File: src/rtl/legv8_control_unit.sv
// LEGv8 multi-cycle control unit.
// Three-state FSM (FETCH / EXEC / MEM) that turns the instruction register and
// the ALU zero flag into the full set of datapath control words. Outputs are a
// combinational function of state and IR, and are held at zero while reset is low.
module legv8_control_unit #(
  parameter int DATA_W  = 32'd64,
  parameter int PC_STEP = 32'd4
) (
  input  logic              clock,
  input  logic              reset,
  input  logic [31:0]       IR,
  input  logic [3:0]        status,
  output logic [4:0]        SA,
  output logic [4:0]        SB,
  output logic [4:0]        DA,
  output logic              W,
  output logic [4:0]        FS,
  output logic              C0,
  output logic [DATA_W-1:0] K,
  output logic              B_sel,
  output logic              EN_ALU,
  output logic              EN_B,
  output logic              EN_PC,
  output logic              ENADDRESS_PC,
  output logic              EN_ADDR,
  output logic              OUT_EN,
  output logic              WR_EN,
  output logic [2:0]        PS,
  output logic              IL,
  output logic              instr_done,
  output logic              illegal
);

  typedef enum logic [1:0] {
    ST_FETCH = 2'd0,
    ST_EXEC  = 2'd1,
    ST_MEM   = 2'd2
  } state_e;

  typedef enum logic [3:0] {
    OP_ADD  = 4'd0,
    OP_SUB  = 4'd1,
    OP_AND  = 4'd2,
    OP_ORR  = 4'd3,
    OP_ADDI = 4'd4,
    OP_SUBI = 4'd5,
    OP_LDUR = 4'd6,
    OP_STUR = 4'd7,
    OP_CBZ  = 4'd8,
    OP_CBNZ = 4'd9,
    OP_B    = 4'd10,
    OP_ILL  = 4'd11
  } op_e;

  state_e             state_r;
  state_e             next_state_s;
  op_e                op_s;
  logic [DATA_W-1:0]  k_imm12_s;
  logic [DATA_W-1:0]  k_dt9_s;
  logic [DATA_W-1:0]  k_cb_s;
  logic [DATA_W-1:0]  k_br_s;
  logic               unused_status_s;

  // Only the Z flag steers branches; the remaining flags are carried for future use.
  assign unused_status_s = ^status[3:1];

  // Immediates. Branch offsets are word offsets; PC_STEP is removed because FETCH
  // has already advanced the PC by one instruction.
  assign k_imm12_s = {{(DATA_W-12){1'b0}}, IR[21:10]};
  assign k_dt9_s   = {{(DATA_W-9){IR[20]}}, IR[20:12]};
  assign k_cb_s    = {{(DATA_W-21){IR[23]}}, IR[23:5], 2'b00} - DATA_W'(PC_STEP);
  assign k_br_s    = {{(DATA_W-28){IR[25]}}, IR[25:0], 2'b00} - DATA_W'(PC_STEP);

  // State register with synchronous active-low reset.
  always_ff @(posedge clock) begin
    if (!reset) begin
      state_r <= ST_FETCH;
    end else begin
      state_r <= next_state_s;
    end
  end

  // Opcode decode, longest prefix first (11-bit, 10-bit, 8-bit, 6-bit).
  always_comb begin
    op_s = OP_ILL;
    if (IR[31:21] == 11'b10001011000) begin
      op_s = OP_ADD;
    end else if (IR[31:21] == 11'b11001011000) begin
      op_s = OP_SUB;
    end else if (IR[31:21] == 11'b10001010000) begin
      op_s = OP_AND;
    end else if (IR[31:21] == 11'b10101010000) begin
      op_s = OP_ORR;
    end else if (IR[31:21] == 11'b11111000010) begin
      op_s = OP_LDUR;
    end else if (IR[31:21] == 11'b11111000000) begin
      op_s = OP_STUR;
    end else if (IR[31:22] == 10'b1001000100) begin
      op_s = OP_ADDI;
    end else if (IR[31:22] == 10'b1101000100) begin
      op_s = OP_SUBI;
    end else if (IR[31:24] == 8'b10110100) begin
      op_s = OP_CBZ;
    end else if (IR[31:24] == 8'b10110101) begin
      op_s = OP_CBNZ;
    end else if (IR[31:26] == 6'b000101) begin
      op_s = OP_B;
    end else begin
      op_s = OP_ILL;
    end
  end

  // Next-state and control-word generation; everything idles at zero unless driven.
  always_comb begin
    next_state_s = ST_FETCH;
    SA           = 5'd0;
    SB           = 5'd0;
    DA           = 5'd0;
    W            = 1'b0;
    FS           = 5'd0;
    C0           = 1'b0;
    K            = {DATA_W{1'b0}};
    B_sel        = 1'b0;
    EN_ALU       = 1'b0;
    EN_B         = 1'b0;
    EN_PC        = 1'b0;
    ENADDRESS_PC = 1'b0;
    EN_ADDR      = 1'b0;
    OUT_EN       = 1'b0;
    WR_EN        = 1'b0;
    PS           = 3'b000;
    IL           = 1'b0;
    instr_done   = 1'b0;
    illegal      = 1'b0;
    if (!reset) begin
      next_state_s = ST_FETCH;
    end else begin
      case (state_r)
        ST_FETCH: begin
          ENADDRESS_PC = 1'b1;
          OUT_EN       = 1'b1;
          IL           = 1'b1;
          PS           = 3'b001;
          next_state_s = ST_EXEC;
        end
        ST_EXEC: begin
          instr_done   = (op_s != OP_LDUR);
          next_state_s = (op_s == OP_LDUR) ? ST_MEM : ST_FETCH;
          case (op_s)
            OP_ADD, OP_SUB, OP_AND, OP_ORR: begin
              SA = IR[9:5];
              SB = IR[20:16];
              DA = IR[4:0];
              W  = 1'b1;
              case (op_s)
                OP_ADD:  FS = 5'b01000;
                OP_SUB:  begin FS = 5'b01010; C0 = 1'b1; end
                OP_AND:  FS = 5'b00000;
                OP_ORR:  FS = 5'b00100;
                default: FS = 5'b00000;
              endcase
            end
            OP_ADDI, OP_SUBI: begin
              SA    = IR[9:5];
              DA    = IR[4:0];
              W     = 1'b1;
              B_sel = 1'b1;
              K     = k_imm12_s;
              FS    = (op_s == OP_SUBI) ? 5'b01010 : 5'b01000;
              C0    = (op_s == OP_SUBI);
            end
            OP_LDUR, OP_STUR: begin
              SA      = IR[9:5];
              B_sel   = 1'b1;
              K       = k_dt9_s;
              FS      = 5'b01000;
              EN_ADDR = 1'b1;
              if (op_s == OP_STUR) begin
                SB    = IR[4:0];
                EN_B  = 1'b1;
                WR_EN = 1'b1;
              end else begin
                SB    = 5'd0;
              end
            end
            OP_CBZ, OP_CBNZ: begin
              SA = IR[4:0];
              FS = 5'b11000;
              if (status[0] == (op_s == OP_CBZ)) begin
                PS = 3'b010;
                K  = k_cb_s;
              end else begin
                PS = 3'b000;
              end
            end
            OP_B: begin
              PS = 3'b010;
              K  = k_br_s;
            end
            default: begin
              illegal = 1'b1;
            end
          endcase
        end
        ST_MEM: begin
          SA           = IR[9:5];
          B_sel        = 1'b1;
          K            = k_dt9_s;
          FS           = 5'b01000;
          EN_ADDR      = 1'b1;
          OUT_EN       = 1'b1;
          DA           = IR[4:0];
          W            = 1'b1;
          instr_done   = 1'b1;
          next_state_s = ST_FETCH;
        end
        default: begin
          next_state_s = ST_FETCH;
        end
      endcase
    end
  end

endmodule

File: config.mk
export PLATFORM = sky130hd
export DESIGN_NAME = legv8_control_unit
export DESIGN_NICKNAME = d
export VERILOG_FILES = /design/src/rtl/legv8_control_unit.sv
export SDC_FILE = /design/constraint.sdc
export NUM_CORES = 1
export LEC_CHECK = 0
export BUFFER_PORTS_ARGS = -buffer_cell sky130_fd_sc_hd__buf_2
export CELL_PAD_IN_SITES_DETAIL_PLACEMENT = 0
export CELL_PAD_IN_SITES_GLOBAL_PLACEMENT = 1
export CORE_ASPECT_RATIO = 1.75
export CORE_MARGIN = 2
export CORE_UTILIZATION = 31
export CTS_CLUSTER_DIAMETER = 120
export DETAILED_ROUTE_END_ITERATION = 12
export GPL_ROUTABILITY_DRIVEN = 0
export GPL_TIMING_DRIVEN = 0
export HOLD_SLACK_MARGIN = 0.15
export MAX_ROUTING_LAYER = met4
export PLACE_DENSITY = 0.91
export SKIP_CTS_REPAIR_TIMING = 1
export SLEW_MARGIN = 0
export SYNTH_ARGS = -nofsm -noshare
export SYNTH_HDL_FRONTEND = slang
export SYNTH_SLANG_ARGS = --single-unit
export TNS_END_PERCENT = 30
File: constraint.sdc
create_clock -name clock -period 4.55 [get_ports clock]
set_input_delay 0.2275 -clock clock [delete_from_list [all_inputs] [get_ports clock]]
set_output_delay 0.2275 -clock clock [all_outputs]
set_load 0.02 [all_outputs]
=== Word level (Yosys, flattened, before mapping) ===
Index checks and enable logic that the tools add are counted.

* Register bits: 2
* Output and inout bits: 100
* Word-level logic and storage cells: 101

* Add/sub/neg operators: 2
* Eq/ne operators: 25
* Mux-type cells: 62
* Reduce and logical (&&, ||, !) cells: 11

{| class="wikitable"
|+ Operators by type and width
! kind !! count
|-
| 64-bit one-hot mux with 4 select lines || 1
|-
| 64-bit 2-to-1 mux || 2
|-
| 64-bit one-hot mux with 2 select lines || 1
|-
| 11-bit equality test, second input constant || 6
|-
| 5-bit one-hot mux with 2 select lines || 5
|-
| 5-bit 2-to-1 mux || 7
|-
| 4-bit 2-to-1 mux || 8
|-
| 28-bit by 4-bit subtractor with 29-bit output, second input constant || 1
|-
| 1-bit 2-to-1 mux || 22
|-
| 21-bit by 4-bit subtractor with 22-bit output, second input constant || 1
|-
| 10-bit equality test, second input constant || 2
|-
| 5-bit one-hot mux with 4 select lines || 1
|-
| 4-bit by 3-bit equality test with 1-bit output, second input constant || 4
|-
| 8-bit equality test, second input constant || 2
|-
| 4-bit equality test, second input constant || 3
|-
| 2-bit 2-to-1 mux || 6
|-
| 2-bit one-hot mux with 2 select lines || 3
|-
| 4-bit one-hot mux with 3 select lines || 1
|-
| 11-bit OR reduction || 1
|-
| 1-bit one-hot mux with 2 select lines || 5
|-
| 4-bit by 2-bit equality test with 1-bit output, second input constant || 2
|-
| 2-bit OR reduction || 4
|-
| 4-bit OR reduction || 2
|-
| 8-bit OR reduction || 1
|-
| other kinds (9) || 9
|}

=== Depth between registers and ports, before layout ===
* Depth in word-level cells: 18
* Gate-level depth with buffers: 9
* Gate-level depth less buffers: 8

=== Worst setup path before layout ===
No wires, ideal clock.

* Kind: input to output
* Start point: input port IR[7]
* End point: output port K[29]
* Arrival time: 3839 ps
* Data required time: 4323 ps
* Slack: 483 ps
* Stages: 8
* Buffers on the path: 2
* Cells stage by stage: clkbuf_1 > nor3_1 > nand3_1 > o31a_1 > nor2_1 > mux2i_2 > a31oi_1 > buf_4

* Cells in the longest elaborated chain, start to end: 5
* Elaborated cells between the ends (all ways): 6
* Classes of those cells: add/sub: 2; mux: 4

{| class="wikitable"
|+ RTL lines
! what !! line !! RTL
|-
| start: declaration || 11 || <nowiki>input logic [31:0] IR,</nowiki>
|-
| 21-bit by 4-bit subtractor with 22-bit output || 71 || <nowiki>assign k_cb_s = {{(DATA_W-21){IR[23]}}, IR[23:5], 2'b00} - DATA_W'(PC_STEP);</nowiki>
|-
| 64-bit 2-to-1 mux || 189 || <nowiki>if (status[0] == (op_s == OP_CBZ)) begin</nowiki>
|-
| 64-bit one-hot mux with 4 select lines * || 149 || <nowiki>case (op_s)</nowiki>
|-
| 64-bit one-hot mux with 2 select lines * || 138 || <nowiki>case (state_r)</nowiki>
|-
| 64-bit 2-to-1 mux * || 135 || <nowiki>if (!reset) begin</nowiki>
|-
| end: declaration || 19 || <nowiki>output logic [DATA_W-1:0] K,</nowiki>
|}

Every way passes the cells marked *; elsewhere a longest branch is shown, timed or not.

=== Worst setup path in the final report ===
* Start point: input port IR[26]
* End point: output port K[34]

* Cells in the longest elaborated chain, start to end: 18
* Elaborated cells between the ends (all ways): 37
* Classes of those cells: eq/ne: 19; mux: 15; reduce/logical: 3

{| class="wikitable"
|+ RTL lines
! what !! line !! RTL
|-
| 6-bit by 3-bit equality test with 1-bit output || 106 || <nowiki>end else if (IR[31:26] == 6'b000101) begin</nowiki>
|-
| 1-bit 2-to-1 mux || 106 ||
|-
| 2-bit 2-to-1 mux || 104 || <nowiki>end else if (IR[31:24] == 8'b10110101) begin</nowiki>
|-
| 2-bit 2-to-1 mux || 102 || <nowiki>end else if (IR[31:24] == 8'b10110100) begin</nowiki>
|-
| 4-bit 2-to-1 mux || 100 || <nowiki>end else if (IR[31:22] == 10'b1101000100) begin</nowiki>
|-
| 4-bit 2-to-1 mux || 98 || <nowiki>end else if (IR[31:22] == 10'b1001000100) begin</nowiki>
|-
| 4-bit 2-to-1 mux || 96 || <nowiki>end else if (IR[31:21] == 11'b11111000000) begin</nowiki>
|-
| 4-bit 2-to-1 mux || 94 || <nowiki>end else if (IR[31:21] == 11'b11111000010) begin</nowiki>
|-
| [... 2 more ...] || n/a ||
|-
| 4-bit 2-to-1 mux || 88 || <nowiki>end else if (IR[31:21] == 11'b11001011000) begin</nowiki>
|-
| 4-bit 2-to-1 mux * || 86 || <nowiki>if (IR[31:21] == 11'b10001011000) begin</nowiki>
|-
| 4-bit equality test || 149, 189 ||
|-
| 1-bit equality test || 189 ||
|-
| 64-bit 2-to-1 mux || 189 ||
|-
| 64-bit one-hot mux with 4 select lines * || 149 ||
|-
| 64-bit one-hot mux with 2 select lines * || 138 ||
|-
| 64-bit 2-to-1 mux * || 135 ||
|}

Marks and branches as above.

==> metrics.md <==
| Metric | Value |
|---|---|
| Share of the synthesized area in the top cell type | 0.119 |
| Clock buffer depth | 2 |
| Pre-Repair DR Iteration Count | 7 |
| Core footprint | between 8000 and 9000 µm² |
| Hold Vio Cnt, Final | 0 |
| Worst Hold End | state_r[0]$_SDFF_PN0_ |
| Fraction of layout cells with a size suffix above 1 | 0.353 |
| Drt wl/cell | between 15 and 20 µm |
| CP Data Required Time | 4.32 ns |
| Largest net degree at the start of global routing | 25 |
| Max IR drop VDD | between 0.07 and 0.08 mV |
| Layout Utilization | 0.414 |
| CP Max Fanout | 24 |
| Worst slew pin tran | 1.05 ns |
| P_leak | approximately 1.6 nW |
| Register clock-pin slew on the reported worst setup and hold paths | about 0.03 ns |
| Syn_area_per_cell | between 6 and 7 µm² |
| Initial core utilization | 0.316 |
| Final #Nets | just under 600 |
| Flop pwr share | 0.065 |
| Boundary Pins | about 140 |
| Final Cycle Share | 0.769 |
| RSZ-0062 raised after global routing | no |
| Count leader, synth | nor2_1 |
| Clk_skew | between 0.0002 and 0.0003 ns |
| Synth warn | 0 |
| DR DRC count | 0 |
| Worst hold path stage count | 2 |
| I/O Buffers | approximately 120 |
| Sw Pwr | around 0.11 mW |
| Fmax | around 0.29 GHz |
| Insertion delay to the later sink of the worst-skew pair | ~0.22 ns |
| Worst R2R Path Depth | 4 |
| DR vias/cell | just under 6 |
| Number of setup violations in the final report | 0 |
| Largest reg by FF count | state_r |
| Synth Flop Type | dfxtp_1 |
| Cells after synthesis | approximately 430 |
| # Max-Cap Violations | 0 |
| Net Sw Frac | 0.393 |
| Die area | 9510 µm² |
| Vias | approximately 3900 |
| Non-filler cells, final | roughly 670 |
| HPWL after DPL | approximately 9.4 mm |
| P per Cell Area | 81.1 nW/µm² |
| DP Area | roughly 3500 µm² |
| CTS sink cnt | 2 |
| Final ANT Viol Nets | 0 |
| Post-synth top cells | nor2_1, buf_4, nand2_1 |
| Largest register FFs | 2 |
| Iter 0 DRT Violations | 280 |
| GRT Overall Usage | 0.242 |
| Synth area leaders | buf_4, nor2_1, xor2_1 |
| CP endpoint kind | output port |
| Register area share after synthesis | 0.0148 |
| Clk network pwr share | 0.468 |
| Root Driver | clkbuf_16 |
| Hold_sp | reset |
| Vias in the first global route | 3599 |
| Synth Register Bits | 2 |
| Die H | 128 µm |
| Rel. slew slack | 0.289 |
| Min-Delay Path Class | input port to flip-flop |
| Unique masters post-synth | between 60 and 70 |
| Max-slew violation count | 0 |
| Kind of critical path | input port to output port |
| Area leader, netlist | buf_4 |
| Reg2reg end | state_r[1]$_SDFF_PN0_ |
| # H-tree levels | 1 |
| TritonCTS Buffers | 3 |
| Status | complete, no violations |
| Placed cell count | 663 |
| Combinational fraction of design power | 0.467 |
| Area grow syn2layout | 31.1% |
| Setup TNS | 0 ns |
| Post-route cell area | 3540 µm² |
| Ys async rst share | 0 |
| Worst setup SP type | input port |
| Fin crit period | about 3.5 ns |
| CTS tree | yes |
| Synth Cell Area | about 2700 µm² |
| Largest regs | state_r (2) |
| Post-synth EDFFs | 0 |
| Initial antenna violation count | 0 |
| First-pass GRT wire length | between 15 and 20 mm |
| Cell Rows | 45 |
| Die X-Extent | around 75 µm |
| Total congestion overflow | 0 |
| Reg2reg start | state_r[1]$_SDFF_PN0_ |
| Antenna diodes | 0 |
| P_int | 0.174 mW |
| Crit path arrival time | between 3 and 4 ns |
| Worst reg2reg setup slack | between 3 and 4 ns |
| Final wirelength | 11.8 mm |
[per-stage QoR]
step / power, mW / hold WS, ns / setup slack (ns)
final: 0.287 / 0.307 / 1.05
after global routing: 0.300 / 0.318 / 0.844
after CTS: 0.285 / 0.304 / 1.10
after detailed placement: 0.149 / 0.535 / 1.11
after global placement: 0.147 / 0.526 / -0.0662
after floorplan: 0.102 / 0.349 / 0.483
[worst max-delay path: stages]
cell	delay (ns)
buf_2	0.14
nand3b_1	0.27
nor4b_2	0.81
and2_1	0.34
a21oi_2	0.12
mux2i_2	0.44
a31oi_2	0.34
buf_8	0.28
buf_4	0.13
buf_2	0.15
[power groups by stage]
stage	combinational (mW)	sequential (mW)	clock, mW
2_1_floorplan	0.0828	0.0188	0
3_3_place_gp	0.128	0.0189	0
3_5_place_dp	0.130	0.0189	0
4_1_cts	0.130	0.0187	0.136
5_1_grt	0.143	0.0187	0.139
6_report	0.134	0.0187	0.134
[cell type report]
cell class / count / area, µm²
plain buffers: 74 / 459
multi-input cells: 340 / 2180
flip-flops and latches: 2 / 40.0
clock buffers: 3 / 75.1
fillers: 986 / 5020
inverters: 12 / 45.0
repair buffers: 118 / 601
well taps: 117 / 146
[worst max path at each step]
stage / startpoint / endpoint / slack [ns] / cells past startpoint
CTS: IR[25] / K[34] / 1.10 / 10
floorplan: IR[7] / K[29] / 0.48 / 8
global route: IR[25] / K[34] / 0.84 / 10
detailed placement: IR[25] / K[34] / 1.11 / 10
finish: IR[26] / K[34] / 1.05 / 10
global placement: IR[25] / K[61] / -0.07 / 9
[cells by family after synthesis]
family,share of synthesized area
AND/OR/NAND/NOR,0.386
buffers and inverters,0.187
multiplexers,0.0199
other,0.00139
flip-flops,0.0148
AO/OA/AOI/OAI,0.264
XOR/XNOR,0.104
adder cells (fa/ha/maj),0.0231
[routing by layer]
metal | vias to the layer above | global-route usage | wire [µm]
li1 | 1771 | - | -
met1 | 1749 | 0.247 | 4100
met2 | 269 | 0.416 | 5960
met3 | 70 | 0.0237 | 914
met4 | 0 | 0.173 | 863
met5 | - | - | 0
[cell usage in the layout, fill, tap and decap left out, types with 3 or more instances in the layout]
cell / count
nand3_1: 17
xnor2_1: 14
a221oi_1: 3
a221o_1: 3
or3_1: 10
a211oi_1: 6
nor3_1: 20
o21ai_0: 16
a21oi_1: 17
clkbuf_16: 3
ha_1: 5
nor2_1: 44
nand2b_1: 3
a22o_1: 7
a32oi_1: 5
buf_2: 127
inv_1: 11
or4_1: 5
nand2_1: 40
nand4_1: 3
mux2i_1: 4
clkbuf_1: 20
o21a_1: 3
and2_1: 3
conb_1: 4
buf_4: 43
nor4_1: 11
nor2b_1: 5
a22oi_1: 6
a31oi_1: 15
and3_1: 5
nor4b_1: 3
xor2_1: 18
(Power assumes the default switching activity.)
